**src/rtl/brownout_rst_seq_if.sv**
```systemverilog
// ---------------------------------------------------------------------------
// brownout_rst_seq_if
//
// Purpose: groups the detector-side inputs and the firmware/system-side
// outputs of the brownout reset sequencer into one bundle.
//
// Signal semantics (there is no valid/ready handshake on this block):
//   ena, brout, vunder and clr_flags are driven by the master side.
//   brout and vunder are asynchronous levels. ena is a synchronous level.
//   clr_flags is a synchronous one-cycle pulse. All outputs are registered
//   in the sequencer clock domain and are valid every cycle.
//
// Ports (modport slave = sequencer view):
//   ena          in   detector enable (0 = detector off)
//   brout        in   brownout indication, async, 1 = below trip
//   vunder       in   under-voltage indication, async
//   clr_flags    in   clears sticky flags and event counter
//   sys_rst_n    out  stretched active-low system reset
//   brout_flag   out  sticky, set on each counted brownout
//   vunder_flag  out  sticky, set on synchronized vunder rising edge
//   vunder_sync  out  synchronized vunder
//   event_cnt    out  saturating brownout event count
//   state        out  debug FSM state (0 DISABLED, 1 RUN, 2 BROWNOUT, 3 RELEASE)
// ---------------------------------------------------------------------------
interface brownout_rst_seq_if #(
    parameter int CNT_W = 8
);
    logic             ena;
    logic             brout;
    logic             vunder;
    logic             clr_flags;
    logic             sys_rst_n;
    logic             brout_flag;
    logic             vunder_flag;
    logic             vunder_sync;
    logic [CNT_W-1:0] event_cnt;
    logic [1:0]       state;

    modport master (
        output ena, brout, vunder, clr_flags,
        input  sys_rst_n, brout_flag, vunder_flag, vunder_sync, event_cnt, state
    );

    modport slave (
        input  ena, brout, vunder, clr_flags,
        output sys_rst_n, brout_flag, vunder_flag, vunder_sync, event_cnt, state
    );
endinterface

```
**src/rtl/brownout_rst_seq.sv**
```systemverilog
// ---------------------------------------------------------------------------
// brownout_rst_seq
//
// Purpose: reset sequencer placed directly after the brownout detector.
// Synchronizes the detector's asynchronous brownout and under-voltage
// indications into the osc_ck domain, generates a stretched glitch-free
// active-low system reset from the brownout indication, and keeps sticky
// status flags plus a saturating brownout event counter for firmware.
//
// Parameters:
//   HOLD_CYCLES  cycles reset is held after brownout clears or after
//                enable/reset (>= 1)
//   CNT_W        width of the brownout event counter
//
// Ports:
//   osc_ck  in   sequencer clock
//   rst     in   asynchronous active-high reset
//   bus     --   brownout_rst_seq_if.slave (see interface header)
// ---------------------------------------------------------------------------
module brownout_rst_seq #(
    parameter int HOLD_CYCLES = 64,
    parameter int CNT_W       = 8
) (
    input  logic                osc_ck,
    input  logic                rst,
    brownout_rst_seq_if.slave   bus
);

    localparam int                HW        = $clog2(HOLD_CYCLES + 1);
    localparam logic [HW-1:0]     HOLD_LOAD = HW'(HOLD_CYCLES - 1);
    localparam logic [CNT_W-1:0]  CNT_MAX   = '1;

    typedef enum logic [1:0] {
        ST_DISABLED = 2'd0,
        ST_RUN      = 2'd1,
        ST_BROWNOUT = 2'd2,
        ST_RELEASE  = 2'd3
    } state_t;

    // Synchronizer flops
    logic brout_m, brout_s;
    logic vunder_m, vunder_s, vunder_prev;

    // FSM and hold counter
    state_t          state_q, state_d;
    logic [HW-1:0]   hold_q, hold_d;
    logic            count_evt;

    // Registered outputs
    logic             sys_rst_n_q;
    logic             brout_flag_q;
    logic             vunder_flag_q;
    logic [CNT_W-1:0] event_cnt_q;

    logic vunder_rise;

    // -----------------------------------------------------------------------
    // 2-flop synchronizers; vunder_prev feeds the rising-edge detector
    // -----------------------------------------------------------------------
    always_ff @(posedge osc_ck or posedge rst) begin
        if (rst) begin
            brout_m     <= 1'b0;
            brout_s     <= 1'b0;
            vunder_m    <= 1'b0;
            vunder_s    <= 1'b0;
            vunder_prev <= 1'b0;
        end else begin
            brout_m     <= bus.brout;
            brout_s     <= brout_m;
            vunder_m    <= bus.vunder;
            vunder_s    <= vunder_m;
            vunder_prev <= vunder_s;
        end
    end

    assign vunder_rise = vunder_s & ~vunder_prev;

    // -----------------------------------------------------------------------
    // FSM state register
    // -----------------------------------------------------------------------
    always_ff @(posedge osc_ck or posedge rst) begin
        if (rst) begin
            state_q <= ST_RELEASE;
            hold_q  <= HOLD_LOAD;
        end else begin
            state_q <= state_d;
            hold_q  <= hold_d;
        end
    end

    // -----------------------------------------------------------------------
    // FSM next state. ena=0 overrides everything. Only RUN->BROWNOUT is a
    // counted event; a re-trip from RELEASE is a continuation of the same
    // brownout.
    // -----------------------------------------------------------------------
    always_comb begin
        state_d   = state_q;
        hold_d    = hold_q;
        count_evt = 1'b0;
        if (!bus.ena) begin
            state_d = ST_DISABLED;
        end else begin
            case (state_q)
                ST_DISABLED: begin
                    state_d = ST_RELEASE;
                    hold_d  = HOLD_LOAD;
                end
                ST_RUN: begin
                    if (brout_s) begin
                        state_d   = ST_BROWNOUT;
                        count_evt = 1'b1;
                    end
                end
                ST_BROWNOUT: begin
                    if (!brout_s) begin
                        state_d = ST_RELEASE;
                        hold_d  = HOLD_LOAD;
                    end
                end
                ST_RELEASE: begin
                    if (brout_s) begin
                        state_d = ST_BROWNOUT;
                    end else if (hold_q == '0) begin
                        state_d = ST_RUN;
                    end else begin
                        hold_d = hold_q - HW'(1);
                    end
                end
                default: begin
                    state_d = ST_RELEASE;
                    hold_d  = HOLD_LOAD;
                end
            endcase
        end
    end

    // -----------------------------------------------------------------------
    // sys_rst_n is registered from the next state so it changes on the same
    // edge as the state and never glitches between RELEASE and BROWNOUT.
    // -----------------------------------------------------------------------
    always_ff @(posedge osc_ck or posedge rst) begin
        if (rst) begin
            sys_rst_n_q <= 1'b0;
        end else begin
            sys_rst_n_q <= (state_d == ST_RUN) || (state_d == ST_DISABLED);
        end
    end

    // -----------------------------------------------------------------------
    // Sticky flags and saturating counter. A set/increment in the same cycle
    // as clr_flags wins, leaving the flag set and the counter at 1.
    // -----------------------------------------------------------------------
    always_ff @(posedge osc_ck or posedge rst) begin
        if (rst) begin
            brout_flag_q  <= 1'b0;
            vunder_flag_q <= 1'b0;
            event_cnt_q   <= '0;
        end else begin
            if (count_evt) begin
                brout_flag_q <= 1'b1;
                if (bus.clr_flags) begin
                    event_cnt_q <= CNT_W'(1);
                end else if (event_cnt_q != CNT_MAX) begin
                    event_cnt_q <= event_cnt_q + CNT_W'(1);
                end
            end else if (bus.clr_flags) begin
                brout_flag_q <= 1'b0;
                event_cnt_q  <= '0;
            end

            if (vunder_rise) begin
                vunder_flag_q <= 1'b1;
            end else if (bus.clr_flags) begin
                vunder_flag_q <= 1'b0;
            end
        end
    end

    assign bus.sys_rst_n   = sys_rst_n_q;
    assign bus.brout_flag  = brout_flag_q;
    assign bus.vunder_flag = vunder_flag_q;
    assign bus.vunder_sync = vunder_s;
    assign bus.event_cnt   = event_cnt_q;
    assign bus.state       = state_q;

endmodule

```
**src/flat_wrapper.sv**
```systemverilog
// flat-port wrapper written by rule: the top's interface ports become plain ports
module brownout_rst_seq_flat 
#(
    parameter int HOLD_CYCLES = 64,
    parameter int CNT_W       = 8
)
  (osc_ck, rst, bus_ena, bus_brout, bus_vunder, bus_clr_flags, bus_sys_rst_n, bus_brout_flag, bus_vunder_flag, bus_vunder_sync, bus_event_cnt, bus_state);
  brownout_rst_seq_if #(.CNT_W(CNT_W)) bus_i ();
  input  logic osc_ck;
  input  logic rst;
  input wire logic [$bits(bus_i.ena)-1:0] bus_ena;
  input wire logic [$bits(bus_i.brout)-1:0] bus_brout;
  input wire logic [$bits(bus_i.vunder)-1:0] bus_vunder;
  input wire logic [$bits(bus_i.clr_flags)-1:0] bus_clr_flags;
  output wire logic [$bits(bus_i.sys_rst_n)-1:0] bus_sys_rst_n;
  output wire logic [$bits(bus_i.brout_flag)-1:0] bus_brout_flag;
  output wire logic [$bits(bus_i.vunder_flag)-1:0] bus_vunder_flag;
  output wire logic [$bits(bus_i.vunder_sync)-1:0] bus_vunder_sync;
  output wire logic [$bits(bus_i.event_cnt)-1:0] bus_event_cnt;
  output wire logic [$bits(bus_i.state)-1:0] bus_state;
  assign bus_i.ena = bus_ena;
  assign bus_i.brout = bus_brout;
  assign bus_i.vunder = bus_vunder;
  assign bus_i.clr_flags = bus_clr_flags;
  assign bus_sys_rst_n = bus_i.sys_rst_n;
  assign bus_brout_flag = bus_i.brout_flag;
  assign bus_vunder_flag = bus_i.vunder_flag;
  assign bus_vunder_sync = bus_i.vunder_sync;
  assign bus_event_cnt = bus_i.event_cnt;
  assign bus_state = bus_i.state;
  brownout_rst_seq #(.HOLD_CYCLES(HOLD_CYCLES), .CNT_W(CNT_W)) u_core (.osc_ck(osc_ck), .rst(rst), .bus(bus_i));
endmodule
```
**config.mk**
```make
export PLATFORM = sky130hd
export DESIGN_NAME = brownout_rst_seq_flat
export DESIGN_NICKNAME = d
export VERILOG_FILES = /design/src/rtl/brownout_rst_seq_if.sv /design/src/rtl/brownout_rst_seq.sv /design/src/flat_wrapper.sv
export SDC_FILE = /design/constraint.sdc
export NUM_CORES = 1
export LEC_CHECK = 0
export CELL_PAD_IN_SITES_DETAIL_PLACEMENT = 1
export CELL_PAD_IN_SITES_GLOBAL_PLACEMENT = 2
export CORE_MARGIN = 4
export CORE_UTILIZATION = 35
export CTS_BUF_LIST = sky130_fd_sc_hd__clkbuf_4 sky130_fd_sc_hd__clkbuf_8
export DETAILED_ROUTE_END_ITERATION = 8
export HOLD_SLACK_MARGIN = 0.03
export PLACE_DENSITY_LB_ADDON = 0.05
export SLEW_MARGIN = 20
export SYNTH_ARGS = -nofsm -noshare
export SYNTH_HDL_FRONTEND = slang
export SYNTH_SLANG_ARGS = --single-unit
```
**constraint.sdc**
```tcl
create_clock -name osc_ck -period 1.8 [get_ports osc_ck]
set_input_delay 0.36 -clock osc_ck [delete_from_list [all_inputs] [get_ports osc_ck]]
set_output_delay 0.36 -clock osc_ck [all_outputs]
set_load 0.01 [all_outputs]
```
==> metrics.cfg, run 1 <==
[run_status]
status=complete, no violations

[place]
io_buffer_count=19
gp_congestion=0.766
pre_cts_ws_ns=-0.167
hpwlAfterDp_um=2060

[power_and_ir_drop]
leakage_nw=0.657
peakVddDrop_v=0.000299
total_power_mw=1.05
power.density_nw_per_um2=658

[logic_synthesis]
syn_nets=125
synth.area.top_cells=dfrtp_1 (34%), dfstp_2 (17%), nor2_1 (3.6%)
synth_top_area_share_pct=34.4
yosys_warnings=0
ys_async_sr_fraction_pct=100
ys_seq_area_share_pct=51.4
yosysTopAreaCell=dfrtp_1
ys_ff_latch=25
yosysUniqueCellTypes=38
syn_area_per_cell_um2=10.6
synth_edf_count=0
synth_ff_type=dfrtp_1
synthesis.area_um2=1240
synth_cells=117

[route]
ant_nets=0
drt_iter0_drc=29
wirelength_um=2890
viasPerCell=5.16
drc=0
drtPass1Iterations=4
dr_total_vias=1001
wl_per_cell_um=14.9

[global_route]
grt_pass1_wl_um=4910
grt_usage_pct=14.4
grt_max_degree=26
grt_overflow=0
antenna_found_initial=0
grt_pass1_vias=1047

[finish]
diodes=0
multiInputGateArea_um2=568
area_delta_synth_final_pct=29.5
fillers=412
regArea_um2=637
nNetsFinal=157
layout-drive-gt1-share_pct=22.3

[cts]
cts_root_buf=clkbuf_4
clk_latency_ns=0.31
ctsHtreeMaxLevel=1
numCtsBuffers=3
clkSlewWorstSetupHoldPaths_ns=0.14
clkSinkCount=25
postCtsHoldBufs=0
cts_tree=done
cts_buffer_depth=2

[min_path]
min_path_cells=0
worstHoldEndpoint=u_core.brout_s$_DFF_PP0_
min_from=u_core.brout_m$_DFF_PP0_
min_path_type=reg -> reg

[floorplanning]
start_util_pct=36.8
dieArea_um2=4550
io_pins=20
die_y_um=67.4
die_x_um=67.4
fp-row-count=21
core_area_um2=3360

[timing]
fin_tns_setup_ns=0
max_slew_margin_pct=61.6
finalMaxSlewViolations=0
period_share_pct=96.8
hold_viol=0
fin_crit_ns=1.74
timing.hold.ws_ns=0.374
worst_pin_slew_ns=0.570
fmax_ghz=0.574
skew_ns=0.00459
rsz0062_at_grt=yes
setup_violations=0
fin_ws_ns=0.0583

[critical_path]
reg2reg_depth=7
worstPathRequired_ns=2.05
reg2reg_to=u_core.hold_q[0]$_DFFE_PP1P_
worstPathMaxFanout=4
reg2reg_from=u_core.hold_q[1]$_DFFE_PP1P_
cp.arrival_ns=2.00
cp-end-kind=flip-flop
critPathKind=reg -> reg
start_kind=flip-flop
reg2reg_slack_ns=0.06

[job]
drv_cap=0

report_power, final:
group	switching, mW	internal, mW
logic	0.0806	0.0777
clock network	0.169	0.102
registers	0.0245	0.600
what timing repair did:
| action | CTS | global route |
|---|---|---|
| pin swaps | 3 | 3 |
| setup buffers | 3 | 2 |
| setup endpoints to repair | 6 | 5 |
| resized for setup | 6 | 1 |
state kept, by name (all words and copies together) (netlist names):
register / count
u_core.bus.vunder_sync: 1
u_core.vunder_m: 1
u_core.brout_s: 1
u_core.brout_m: 1
u_core.vunder_prev: 1
u_core.bus.brout_flag: 1
u_core.bus.vunder_flag: 1
u_core.hold_q: 7
u_core.bus.state: 2
u_core.bus.sys_rst_n: 1
u_core.bus.event_cnt: 8
kinds of logic after synthesis:
| family | share of synthesized area (%) |
|---|---|
| simple gates | 19.7 |
| compound gates | 18.6 |
| flops | 51.4 |
| buf+inv | 3.64 |
| xor+xnor | 2.13 |
| mux | 2.43 |
| fa+ha+maj | 2.02 |
worst max-delay path by stage:
stage	startpoint	to	slack (ns)
5_1_grt	u_core.hold_q[1]$_DFFE_PP1P_	u_core.hold_q[0]$_DFFE_PP1P_	-0.02
2_1_floorplan	u_core.hold_q[0]$_DFFE_PP1P_	u_core.hold_q[0]$_DFFE_PP1P_	0.12
3_3_place_gp	bus_ena	u_core.bus.event_cnt[6]$_DFFE_PP0P_	-0.08
6_report	u_core.hold_q[1]$_DFFE_PP1P_	u_core.hold_q[0]$_DFFE_PP1P_	0.06
3_5_place_dp	bus_ena	u_core.bus.event_cnt[6]$_DFFE_PP0P_	-0.17
4_1_cts	u_core.bus.state[1]$_DFF_PP1_	bus_state[1]	0.002
layout by cell type, fill, tap and decap left out, drive strengths merged, types with 2 or more instances in the layout:
| master | synthesis | layout |
|---|---|---|
| a2111oi | 2 | 2 |
| a211oi | 3 | 3 |
| a21boi | 2 | 2 |
| a21oi | 5 | 5 |
| and2 | 2 | 2 |
| and4 | 2 | 2 |
| buf | 0 | 11 |
| clkbuf | 3 | 4 |
| clkdlybuf4s50 | 0 | 17 |
| dfrtp | 17 | 17 |
| dfstp | 8 | 8 |
| ha | 2 | 2 |
| inv | 9 | 9 |
| mux2i | 3 | 3 |
| nand2 | 7 | 7 |
| nand3 | 7 | 7 |
| nand3b | 2 | 2 |
| nor2 | 12 | 12 |
| nor3 | 2 | 2 |
| nor4 | 2 | 2 |
| o21ai | 7 | 7 |
| o22ai | 2 | 2 |
| or4b | 2 | 2 |
| xnor2 | 3 | 3 |
cells in the mapped netlist (all sizes together) (3+ instances only):
| cell | number |
|---|---|
| a211oi | 3 |
| a21oi | 5 |
| clkbuf | 3 |
| dfrtp | 17 |
| dfstp | 8 |
| inv | 9 |
| mux2i | 3 |
| nand2 | 7 |
| nand3 | 7 |
| nor2 | 12 |
| o21ai | 7 |
| xnor2 | 3 |
critical path, stage by stage, from the launching register on:
cell	delay, ns
dfstp_2	0.41
inv_2	0.08
ha_4	0.14
or4b_4	0.47
o31ai_4	0.25
buf_4	0.16
buf_4	0.10
a311oi_1	0.08
through the flow:
stage	utilization, %	area, µm²	cells
after floorplan	-	1240	117
after global placement	45.1	1520	185
after detailed placement	45.1	1520	185
after CTS	47.1	1580	192
after global routing	47.6	1600	194
final	47.6	1600	194
cell type report:
| cell class | instances | share of cell area (%) |
|---|---|---|
| sequential | 25 | 39.8 |
| multi-input combinational | 80 | 35.5 |
| timing repair buffer | 30 | 17.1 |
| tap | 46 | 3.60 |
| inverter | 9 | 2.11 |
| clock buffer | 4 | 1.88 |
per-layer routing:
| layer | global-route usage, % | routed length [µm] | share of wire [%] | vias to the layer above |
|---|---|---|---|---|
| li1 | - | - | - | 488 |
| met1 | 19.8 | 1440 | 50 | 495 |
| met2 | 22.9 | 1340 | 46 | 16 |
| met3 | 2.00 | 90 | 3.1 | 2 |
| met4 | 5.32 | 23 | 0.80 | 0 |
| met5 | 0 | 0 | 0 | - |
(Power assumes the default switching activity.)
==> run 2: changes to the inputs <==
- SLEW_MARGIN: 20 -> unset
==> results of run 2 <==
No change in the layout: final DEF, timing and power equal those of run 1.
==> run 3: changes to the inputs <==
- PLACE_DENSITY: unset -> 0.87
- PLACE_DENSITY_LB_ADDON: 0.05 -> unset
==> run 3 against run 2 <==
Effect of this change:
- fmax is 1.3% lower
- count of clock-buffer cells in the layout is 1 lower
- non-clock buffer count is 1 higher
- worst hold slack worse by 0.0055 ns
- global-route usage is 0.23 points higher
- critical endpoint unchanged
==> metrics.cfg, run 3 (synthesized netlist as in run 1, its figures left out) <==
[run_status]
status=complete, no violations

[timing]
fmax_ghz=0.567
period_share_pct=98.0
timing.hold.ws_ns=0.368
setup_violations=0
finalMaxSlewViolations=0
max_slew_margin_pct=65.9
worst_pin_slew_ns=0.507
rsz0062_at_grt=yes
skew_ns=0.00280
hold_viol=0
fin_crit_ns=1.76

[place]
placed_area_um2=1540
gp_congestion=0.773
hpwlAfterDp_um=2040
io_buffer_count=19

[floorplanning]
die_y_um=67.4
io_pins=20
core_area_um2=3360
start_util_pct=36.8
fp-row-count=21
die_x_um=67.4
dieArea_um2=4550

[critical_path]
start_kind=flip-flop
cp-end-kind=flip-flop
worstPathRequired_ns=2.04
critPathKind=reg -> reg
reg2reg_slack_ns=0.04
reg2reg_depth=6
cp.arrival_ns=2.01
worstPathMaxFanout=5

[route]
wl_per_cell_um=14.6
dr_total_vias=1000
drt_iter0_drc=29
wirelength_um=2850
ant_nets=0
drc=0
viasPerCell=5.13
drtPass1Iterations=4

[finish]
diodes=0
layout-drive-gt1-share_pct=22.8
finish.instance_area_um2=1610
final_common_cell=clkdlybuf4s50_1
layout_common_cells=clkdlybuf4s50_1 (17), dfrtp_1 (16), nor2_1 (12), buf_4 (12), dfstp_2 (8)
area_delta_synth_final_pct=30.2
nNetsFinal=158
largest_reg_flops=8

[global_route]
grt_pass1_vias=1076
grt_overflow=0
antenna_found_initial=0
grt_usage_pct=14.6
grt_max_degree=26
grt_pass1_wl_um=5090

[cts]
numCtsBuffers=3
clk_latency_ns=0.32
clkSinkCount=25
clkSlewWorstSetupHoldPaths_ns=0.14
postCtsHoldBufs=0
cts_root_buf=clkbuf_4
cts_tree=done
ctsHtreeMaxLevel=1
cts_buffer_depth=2

[min_path]
min_path_type=in -> async

[power_and_ir_drop]
peakVddDrop_v=0.000313
power.density_nw_per_um2=653
leakage_nw=0.673

[job]
drv_cap=0

[run 3: changes by cell type in the layout (fill, tap and decap cells not counted), sizes merged]
cell	before	now
dlymetal6s2s	1	2
clkinv	0	1
buf	11	12
dlygate4sd2	1	0
clkbuf	4	3
[run 3: path summary, 6_finish.rpt]
kind                                                    from                               end
worst min register to register     u_core.vunder_m$_DFF_PP0_  u_core.bus.vunder_sync$_DFF_PP0_
max in group asynchronous                                rst     u_core.bus.state[0]$_DFF_PP1_
worst min-delay path                                     rst      u_core.hold_q[6]$_DFFE_PP0P_
worst max register to register  u_core.hold_q[0]$_DFFE_PP1P_      u_core.hold_q[0]$_DFFE_PP1P_
worst max-delay path            u_core.hold_q[0]$_DFFE_PP1P_      u_core.hold_q[0]$_DFFE_PP1P_
min in group osc_ck                u_core.vunder_m$_DFF_PP0_  u_core.bus.vunder_sync$_DFF_PP0_
[run 3: layout make-up]
type | instances | area, µm²
clock buffer | 3 | 22.5
clock inverter | 1 | 5.00
fill | 399 | 1750
inverter | 9 | 33.8
multi-input combinational | 80 | 568
sequential | 25 | 637
tap | 46 | 57.6
timing repair buffer | 31 | 285
[run 3: where the power goes]
group	switching, mW	internal [mW]
logic	0.0825	0.0840
registers	0.0249	0.600
clock network	0.176	0.0833
total	0.283	0.768
[run 3: per-stage QoR]
step	util [%]	cells	setup WS (ns)	total power [mW]	TNS (ns)
after floorplan	-	117	0.116	0.706	0
after global placement	45.8	188	0.0140	0.771	0
after detailed placement	45.8	188	-0.0137	0.780	-0.0205
after CTS	46.9	193	-0.0241	1.04	-0.0241
after global routing	47.8	195	-0.0605	1.11	-0.124
final	47.8	195	0.0361	1.05	0
[run 3: critical path: stages, from the launching register on]
cell and delay [ns]:
dfstp_2 0.41, inv_2 0.08, ha_4 0.14, or4b_4 0.47, o31ai_4 0.28, nor2_1 0.09
a311oi_1 0.21
[run 3: timing repair]
item / 4_1_cts / 5_1_grt
setup endpoints to repair: 3 / 6
pin swaps: 0 / 3
gates resized for setup: 1 / 7
gates cloned: 0 / 0
buffers inserted: 1 / 2
[run 3: routing by layer]
layer / routed length (µm) / global-route usage, %
met1: 1400 / 19.5
met2: 1340 / 23.8
met3: 85 / 2.33
met4: 29 / 5.32
met5: 0 / 0
